--- src/rtl/fifo_arb_pkg.sv ---
// Types, constants and parameter defaults for the FIFO write arbiter.
`timescale 1ns/1ps
package fifo_arb_pkg;
  typedef enum logic {
    ST_IDLE   = 1'b0,
    ST_LOCKED = 1'b1
  } arb_state_e;

  localparam int STAT_WIDTH    = 16;
  localparam int DEF_NUM_REQ   = 4;
  localparam int DEF_MAX_BURST = 4;

  function automatic int unsigned wrap_inc(input int unsigned idx, input int unsigned n);
    return (idx + 1 >= n) ? 0 : idx + 1;
  endfunction
endpackage

--- src/rtl/fifo_pkg.sv ---
// Shared FIFO definitions used by every block that writes the common FIFO.
`timescale 1ns/1ps
package fifo_pkg;
  localparam int DATA_WIDTH = 8;
endpackage

--- src/rtl/fifo_wr_arbiter_rr_picker.sv ---
// rr_picker: combinational rotating find-first; returns i_start when nothing is valid.
`timescale 1ns/1ps
module rr_picker #(
  parameter  int N  = 4,
  localparam int IW = (N > 1) ? $clog2(N) : 1
) (
  input  logic [N-1:0]  i_valid,
  input  logic [IW-1:0] i_start,
  output logic          o_found,
  output logic [IW-1:0] o_idx
);
  logic [IW-1:0] w_pos [N];
  logic [N-1:0]  w_rot;

  for (genvar gi = 0; gi < N; gi++) begin : g_rot
    assign w_pos[gi] = IW'((int'(i_start) + gi) % N);
    assign w_rot[gi] = i_valid[w_pos[gi]];
  end

  // Scan downward so the lowest rotated offset is the last (winning) assignment.
  always_comb begin
    o_found = 1'b0;
    o_idx   = i_start;
    for (int j = N - 1; j >= 0; j--) begin
      if (w_rot[j]) begin
        o_found = 1'b1;
        o_idx   = w_pos[j];
      end
    end
  end
endmodule

--- src/rtl/fifo_wr_arbiter.sv ---
// Round-robin burst arbiter merging NUM_REQ writers into one FIFO.
// Optional per-requester word counters are built when FIFO_ARB_STATS_EN is defined.
`timescale 1ns/1ps
module fifo_wr_arbiter
  import fifo_pkg::*;
  import fifo_arb_pkg::*;
#(
  parameter  int NUM_REQ   = DEF_NUM_REQ,
  parameter  int MAX_BURST = DEF_MAX_BURST,
  localparam int IDX_W     = $clog2(NUM_REQ),
  localparam int CNT_W     = $clog2(MAX_BURST + 1)
) (
  input  logic                                 clk,
  input  logic                                 rst_n,
  input  logic [NUM_REQ-1:0]                   req_valid,
  input  logic [NUM_REQ-1:0][DATA_WIDTH-1:0]   req_data,
  output logic [NUM_REQ-1:0]                   req_ready,
  input  logic                                 fifo_full,
  output logic                                 fifo_wr_en,
  output logic [DATA_WIDTH-1:0]                fifo_wr_data,
  output logic [IDX_W-1:0]                     grant_id
`ifdef FIFO_ARB_STATS_EN
  ,
  input  logic                                 stats_clr,
  output logic [NUM_REQ-1:0][STAT_WIDTH-1:0]   grant_cnt
`endif
);
  arb_state_e       r_state;
  logic [IDX_W-1:0] r_rr_ptr;
  logic [IDX_W-1:0] r_owner;
  logic [CNT_W-1:0] r_burst_cnt;

  logic             w_found;
  logic [IDX_W-1:0] w_pick;
  logic [IDX_W-1:0] w_sel;
  logic             w_sel_valid;
  logic             w_xfer;
  logic [CNT_W-1:0] w_cnt_inc;
  logic [IDX_W-1:0] w_sel_next;
  logic [IDX_W-1:0] w_owner_next;

  rr_picker #(.N(NUM_REQ)) u_picker (
    .i_valid (req_valid),
    .i_start (r_rr_ptr),
    .o_found (w_found),
    .o_idx   (w_pick)
  );

  assign w_sel        = (r_state == ST_IDLE) ? w_pick : r_owner;
  assign w_sel_valid  = (r_state == ST_IDLE) ? w_found : req_valid[r_owner];
  // rst_n gates the accept path so nothing is written while reset is held.
  assign w_xfer       = rst_n && !fifo_full && w_sel_valid;
  assign w_cnt_inc    = r_burst_cnt + 1'b1;
  assign w_sel_next   = IDX_W'(wrap_inc(32'(w_sel), NUM_REQ));
  assign w_owner_next = IDX_W'(wrap_inc(32'(r_owner), NUM_REQ));

  for (genvar gi = 0; gi < NUM_REQ; gi++) begin : g_ready
    assign req_ready[gi] = (w_sel == IDX_W'(gi)) && w_xfer;
  end

  assign fifo_wr_en   = |(req_valid & req_ready);
  assign fifo_wr_data = req_data[w_sel];
  assign grant_id     = w_sel;

  always_ff @(posedge clk or negedge rst_n) begin
    if (!rst_n) begin
      r_state     <= ST_IDLE;
      r_rr_ptr    <= '0;
      r_owner     <= '0;
      r_burst_cnt <= '0;
    end else if (!fifo_full) begin
      case (r_state)
        ST_IDLE: begin
          if (w_xfer) begin
            if (MAX_BURST > 1) begin
              r_state     <= ST_LOCKED;
              r_owner     <= w_sel;
              r_burst_cnt <= CNT_W'(1);
            end else begin
              r_rr_ptr <= w_sel_next;
            end
          end
        end
        ST_LOCKED: begin
          if (w_xfer) begin
            r_burst_cnt <= w_cnt_inc;
            if (w_cnt_inc == CNT_W'(MAX_BURST)) begin
              r_state     <= ST_IDLE;
              r_rr_ptr    <= w_owner_next;
              r_burst_cnt <= '0;
            end
          end else begin
            // Owner went quiet: this cycle is the bubble, release the lock.
            r_state     <= ST_IDLE;
            r_rr_ptr    <= w_owner_next;
            r_burst_cnt <= '0;
          end
        end
        default: r_state <= ST_IDLE;
      endcase
    end
  end

`ifdef FIFO_ARB_STATS_EN
  for (genvar gi = 0; gi < NUM_REQ; gi++) begin : g_stat
    logic [STAT_WIDTH-1:0] r_cnt;
    always_ff @(posedge clk or negedge rst_n) begin
      if (!rst_n)
        r_cnt <= '0;
      else if (stats_clr)
        r_cnt <= '0;
      else if (req_valid[gi] && req_ready[gi] && (r_cnt != '1))
        r_cnt <= r_cnt + 1'b1;
    end
    assign grant_cnt[gi] = r_cnt;
  end
`endif
endmodule

--- config.mk ---
export PLATFORM = sky130hd
export DESIGN_NAME = fifo_wr_arbiter
export DESIGN_NICKNAME = d
export VERILOG_FILES = /design/src/rtl/fifo_arb_pkg.sv /design/src/rtl/fifo_pkg.sv /design/src/rtl/fifo_wr_arbiter_rr_picker.sv /design/src/rtl/fifo_wr_arbiter.sv
export SDC_FILE = /design/constraint.sdc
export NUM_CORES = 1
export LEC_CHECK = 0
export BUFFER_PORTS_ARGS = -buffer_cell sky130_fd_sc_hd__buf_4
export CORE_MARGIN = 2
export CORE_UTILIZATION = 38
export DETAILED_ROUTE_END_ITERATION = 7
export GPL_TIMING_DRIVEN = 0
export PLACE_DENSITY = 0.75
export SLEW_MARGIN = 20
export SYNTH_ARGS = -nofsm -noshare
export SYNTH_HDL_FRONTEND = slang
export SYNTH_SLANG_ARGS = --single-unit
export TNS_END_PERCENT = 50
--- constraint.sdc ---
create_clock -name clk -period 2.25 [get_ports clk]
set_clock_uncertainty 0.05 [all_clocks]
set_input_delay 0.45 -clock clk [delete_from_list [all_inputs] [get_ports clk]]
set_output_delay 0.45 -clock clk [all_outputs]
set_load 0.05 [all_outputs]
==> summary.txt, run 1 <==
Run status
  • Outcome: complete, but fails checks
  • Failing checks: setup timing

Clock network
  • CTS tree: yes
  • H-tree levels: 1
  • Clock sink count: 8
  • Clock buffer depth: 2
  • Num CTS Buffers: 3
  • Clock root buffer: clkbuf_4
  • Clock slew seen by the registers of the worst setup and hold paths: approximately 0.060 ns
  • Clock Latency Late Sink: around 0.26 ns

Synthesis
  • Cell taking the most area after synthesis: mux2i_1
  • Synth Area in Compound Gates: around an eighth
  • Top cells by area in the synthesized netlist: mux2i_1, dfrtp_1, ha_1
  • Post-synth cell types: 32
  • Synth Instances: 92
  • Top post-synthesis cells by count: mux2i_1, dfrtp_1, nor2_1
  • Mux contribution to synthesized area: roughly a third
  • Mean Syn Cell Area: approximately 9.5 sq um
  • Post-synth top area share: 28.5%
  • Syn nets: ~130
  • Count leader, synth: mux2i_1
  • Seq/Total Area, Yosys: 22.8%
  • YS warnings: 0
  • Yosys reg bits: 8
  • Simple-gate share of the synthesized area: between 20% and 30%
  • Top FF cell, synth: dfrtp_1
  • Synth async-reset ratio: between 90% and 100%
  • Number of synthesized flops with an enable pin: 0
  • Main combinational cell family by area after synthesis: multiplexers
  • Post-synthesis xor/xnor area fraction: 0%
  • Adder-cell area share of the yosys netlist: between 4 and 5%
  • Area of the mapped netlist: between 800 and 900 sq um

Drt
  • Drt wl/cell: 18.4 microns
  • Final ANT Viol Nets: 0
  • Residual DRC: 0
  • Drt initial violations: 27
  • Drt pass-1 iters: 4
  • Final WL: 3440 microns
  • Vias after detailed routing: 1,051
  • Vias/cell: 5.62

Power and ir drop
  • Combinational fraction of design power: 84.9%
  • Power Total: ~2.4 mW
  • Leakage: between 0.7 and 0.8 nW
  • Internal power: between 1 and 1.5 mW
  • Clock Power Share: between 4 and 5%
  • Maximum vdd drop: around 0.0011 V
  • Pwr/cell area: 1280 mW/mm^2
  • Reg power frac: a little over a tenth
  • P_sw: roughly 1.1 mW
  • Net Sw Frac: 46.6%

STA
  • Max Clk Rate: between 300 and 400 MHz
  • Worst slew pin tran: between 0.6 and 0.7 ns
  • Final Cycle Share: 118%
  • Slew Limit Fails: 0
  • RSZ-0062 raised after global routing: true
  • Min Clock Period, post-route: about 2.7 ns
  • Fin worst setup slack: -0.407 ns
  • Setup-failing EPs final: 16
  • Hold slack: between 0.4 and 0.5 ns
  • Slew HR: a little over half
  • Final hold violation count: 0

Min path
  • Hold Crit Class: in2reg

Critical path
  • Register-to-Register Path Depth: 6
  • Worst EP required: between 1.5 and 2 ns
  • Worst path arrival time: between 2 and 2.5 ns
  • Critical Path Fanout Max: 5
  • Critical Path Start: req_valid[2]
  • Setup CP Type: in2out
  • Worst r2r dst: r_rr_ptr[1]
  • Crit start category: input pin
  • CP Capture Type: output pin
  • Worst setup path endpoint: fifo_wr_data[6]
  • R2R Path Start: r_state
  • Register-to-Register Setup Slack: -0.02 ns

Final layout
  • Layout Nets: ~200
  • Post-route core utilization: 86.2%
  • Filler instances: 106
  • Share of layout cells above drive strength 1: between 70% and 80%
  • Post-route design area: between 0.0015 and 0.002 sq mm
  • Synth-to-layout area growth: 115%
  • Ant diodes: 0
  • Fin cells: about 190

Die
  • Die W: approximately 52 microns
  • Initial Utilization: about two fifths
  • Die ar.: 0.00271 sq mm
  • CORE AREA: 0.00219 sq mm
  • IO Count: 54
  • Chip height: around 52 microns
  • Site Rows: 17

GRT
  • Initial antenna violation count: 0
  • Gr usage total: approximately a fifth
  • Largest net degree at the start of global routing: 11
  • Vias in the first global route: between 900 and 1,000
  • GR Overflow Total: 0
  • First-pass GRT wire length: between 4000 and 5000 microns

Job
  • Maxcap violations: 0

Place
  • DP Area: approximately 0.0014 sq mm
  • Dpl cells: roughly 170
  • HPWL Detailed: about 2000 microns
  • PortBufs: 53
  • Gpl congestion: around 0.79
[metal layers]
| layer | wire [microns] | vias up | track usage, % |
|---|---|---|---|
| li1 | - | 482 | - |
| met1 | 1270 | 527 | 24.2 |
| met3 | 130 | 4 | 4.02 |
| met4 | 19 | 0 | 3.95 |
| met2 | 2020 | 38 | 38.0 |
| met5 | 0 | - | 0 |
[logic make-up after synthesis]
family / count (synthesis)
fa+ha+maj: 3
mux: 28
compound gates: 15
simple gates: 29
buf+inv: 9
flops: 8
[sequential cells by signal, summed over array words and instances (netlist names)]
register,cells
r_owner,2
r_burst_cnt,3
r_state,1
r_rr_ptr,2
[placed cells by master (no fill, tap or decap), drive strengths merged]
cell type    count
o21ai            3
a211oi           1
mux4             1
a21boi           1
or2b             1
or3              1
nand4b           2
o21a             2
a21oi            2
nand2b           5
a21o             1
dlygate4sd3      1
ha               3
and3             2
o21ba            1
nor2b            3
buf             66
nor4b            2
dfrtp            8
or4b             1
mux2             2
clkbuf           4
a22o             1
o22a             1
nor2             6
and4b            1
nand2            3
o41ai            2
nor3             1
nand3b           1
inv              5
mux2i           25
[power groups by stage]
stage | logic [mW] | registers, mW | clock network (mW)
global placement | 1.31 | 0.258 | 0
CTS | 1.58 | 0.246 | 0.114
detailed placement | 1.33 | 0.260 | 0
global route | 2.14 | 0.262 | 0.125
floorplan | 1.04 | 0.242 | 0
finish | 2.06 | 0.254 | 0.112
[how the worst min path moves through the flow]
| stage | start | slack, ns | cells past startpoint | end |
|---|---|---|---|---|
| floorplan | rst_n | 0.10 | 0 | r_burst_cnt[0] |
| CTS | fifo_full | 0.43 | 2 | r_state |
| detailed placement | rst_n | 0.23 | 1 | r_burst_cnt[2] |
| finish | fifo_full | 0.45 | 2 | r_state |
| global route | fifo_full | 0.45 | 2 | r_state |
| global placement | rst_n | 0.23 | 1 | r_burst_cnt[2] |
[worst max-delay path: stages]
cell,delay [ns]
buf_4,0.13
nor2b_2,0.16
o21a_4,0.21
o41ai_4,0.35
buf_6,0.19
buf_6,0.15
mux2i_4,0.26
mux2i_4,0.09
buf_6,0.16
[stage by stage]
step	setup slack, ns	setup TNS (ns)
2_1_floorplan	-0.518	-3.59
3_3_place_gp	-0.454	-4.45
3_5_place_dp	-0.493	-4.64
4_1_cts	-0.374	-3.78
5_1_grt	-0.480	-5.77
6_report	-0.407	-4.71
[layout make-up]
type                            instances  area [sq um]  area share (%)
Clock buffer                            3          22.5            1.19
Inverter                                5          18.8           0.994
Multi-Input combinational cell         75           972            51.5
Timing Repair Buffer                   64           574            30.4
Buffer                                  4          65.1            3.45
Tap cell                               28          35.0            1.86
Sequential cell                         8           200            10.6
[repair_timing]
action | in CTS | in global routing
setup endpoints to repair | 14 | 17
hold buffers | 1 | 0
pin swaps | 4 | 3
gates cloned | 2 | 1
gates resized for setup | 26 | 55
setup buffers | 5 | 2
endpoints found under the hold margin | 8 | 0
Note: power is estimated with default switching activity, not from simulation.
==> run 2, diff against run 1 <==
Settings changed: PLACE_DENSITY 0.75 to 0.84.
==> run 2 against run 1 <==
  * Sequential power decreased by 2%
  * The run still ends with setup timing left
  * Worst setup slack got worse by 0.17 ns
  * Combinational power decreased by 2%
  * Global-route usage increased by 2.4 points
  * Utilization decreased by 1.5 points
  * Critical path type unchanged
==> summary.txt, run 2 (synthesized netlist as in run 1, its figures left out) <==
Die
  • Die W: 52.1 microns
  • IO Count: 54
  • Die ar.: 0.00271 sq mm
  • Site Rows: 17
  • Initial Utilization: between 40% and 50%
  • CORE AREA: around 0.0022 sq mm
  • Chip height: between 50 and 60 microns

Drt
  • Drt wl/cell: 20.8 microns
  • Residual DRC: 0
  • Vias after detailed routing: ~1,100
  • Vias/cell: approximately 5.7
  • Drt pass-1 iters: 4
  • Drt initial violations: 25
  • Final ANT Viol Nets: 0
  • Final WL: 3970 microns

Power and ir drop
  • Maximum vdd drop: between 0.0009 and 0.001 V
  • P_sw: approximately 1.1 mW
  • Leakage: 0.795 nW
  • Combinational fraction of design power: a little over four fifths
  • Clock Power Share: under 10%
  • Net Sw Frac: 47.9%
  • Pwr/cell area: between 1000 and 1500 mW/mm^2
  • Internal power: around 1.2 mW
  • Reg power frac: 10.5%

GRT
  • First-pass GRT wire length: between 4000 and 5000 microns
  • Gr usage total: a little under a quarter
  • Vias in the first global route: about 1,000
  • GR Overflow Total: 0
  • Initial antenna violation count: 0
  • Largest net degree at the start of global routing: 11

Critical path
  • CP top delay family: compound AO/OA/AOI/OAI gates
  • Worst path bufs/invs: 3
  • Top cell by count, worst path: buf_6
  • Worst path slowest cell: o41ai_4
  • CP Capture Type: output pin
  • Max stage delay on crit path: around 0.52 ns
  • Setup CP Type: in2out
  • Critical Path, Cell by Cell: buf_4, nor2b_1, o21a_1, o41ai_4, buf_6, mux2i_1, mux2i_2, buf_6
  • Worst EP required: about 1.8 ns
  • Crit start category: input pin
  • Critical Path Fanout Max: 5
  • Worst path arrival time: ~2.3 ns

Clock network
  • CTS tree: yes
  • Clock Latency Late Sink: 0.27 ns
  • Clock buffer depth: 2
  • Clock slew seen by the registers of the worst setup and hold paths: 0.06 ns
  • H-tree levels: 1
  • Clock sink count: 8
  • Clock root buffer: clkbuf_4
  • Num CTS Buffers: 3

STA
  • Final hold violation count: 0
  • Final Cycle Share: 125%
  • Max Clk Rate: roughly 350 MHz
  • RSZ-0062 raised after global routing: true
  • Slew HR: 65.2%
  • Min Clock Period, post-route: around 2.8 ns
  • Fin worst setup slack: -0.573 ns
  • Worst slew pin tran: approximately 0.52 ns
  • Slew Limit Fails: 0
  • Setup TNS Final: -5.63 ns
  • Setup-failing EPs final: 15

Final layout
  • Max FFs per register: 3
  • Commonest non-fill, non-tap cell in the layout: buf_4
  • Post-route core utilization: a little over four fifths
  • Share of layout cells above drive strength 1: 71.8%
  • Largest regs: r_burst_cnt (3), r_owner (2), r_rr_ptr (2)
  • Layout Nets: around 210
  • Post-route design area: between 0.0015 and 0.002 sq mm
  • Largest reg by FF count: r_burst_cnt
  • Most frequent cells in the layout: buf_4, buf_6, mux2i_4
  • Synth-to-layout area growth: 111%
  • Ant diodes: 0

Place
  • PortBufs: 53
  • HPWL Detailed: roughly 2000 microns
  • Gpl congestion: just over 0.9
  • DP Area: between 0.001 and 0.0015 sq mm

Run status
  • Outcome: complete, but fails checks
  • Failing checks: setup timing

Job
  • Maxcap violations: 0

Min path
  • Hold Crit Class: in2reg
[run 2: changes by cell type in the layout (fill, tap and decap cells not counted), moves of 2 or more]
cell	previous run	this run
mux2i_4	21	13
mux2i_2	2	9
buf_6	15	21
buf_12	3	1
[run 2: through the flow]
step | hold WS (ns) | worst slack (ns) | power, mW | cells
final | 0.437 | -0.573 | 2.39 | 191
after global routing | 0.447 | -0.646 | 2.47 | 191
after CTS | 0.433 | -0.352 | 1.98 | 185
after detailed placement | 0.229 | -0.542 | 1.60 | 173
after global placement | 0.227 | -0.461 | 1.57 | 173
after floorplan | 0.104 | -0.518 | 1.28 | 92
[run 2: area by class of cell]
type / instances / area, sq um
Multi-Input combinational cell: 75 / 901
Timing Repair Buffer: 68 / 627
Fill cell: 121 / 337
Sequential cell: 8 / 200
Buffer: 4 / 47.5
Tap cell: 28 / 35.0
Clock buffer: 3 / 22.5
Inverter: 5 / 21.3
[run 2: power groups by stage]
stage          Sequential [mW]  Combinational [mW]  Clock (mW)
6_report                 0.250                2.02       0.118
3_3_place_gp             0.257                1.31           0
3_5_place_dp             0.259                1.34           0
5_1_grt                  0.256                2.08       0.127
2_1_floorplan            0.242                1.04           0
4_1_cts                  0.242                1.63       0.114
[run 2: routing by layer]
layer | up-vias | GRT usage [%] | routed length [microns]
met4 | 0 | 6.14 | 116
met1 | 537 | 26.7 | 1340
met5 | - | 0 | 0
li1 | 489 | - | -
met3 | 9 | 2.01 | 170
met2 | 46 | 43.9 | 2340
[run 2: worst paths after layout]
path / from / end / slack, ns / depth (start not counted)
worst max-delay path: req_valid[0] / fifo_wr_data[7] / -0.57 / 8
worst min-delay path: fifo_full / r_state / 0.44 / 2
max in group asynchronous: rst_n / r_rr_ptr[0] / 1.29 / 2
min in group asynchronous: rst_n / r_burst_cnt[1] / 0.58 / 2
worst min register to register: r_burst_cnt[2] / r_burst_cnt[2] / 0.52 / 2
worst max register to register: r_owner[0] / r_rr_ptr[0] / 0.09 / 7
[run 2: what timing repair did]
item	4_1_cts	5_1_grt
hold endpoints to repair	8	0
pin swaps	6	3
setup endpoints to repair	15	17
cloned	1	2
hold buffers	1	0
setup buffers	7	4
resized for setup	27	46
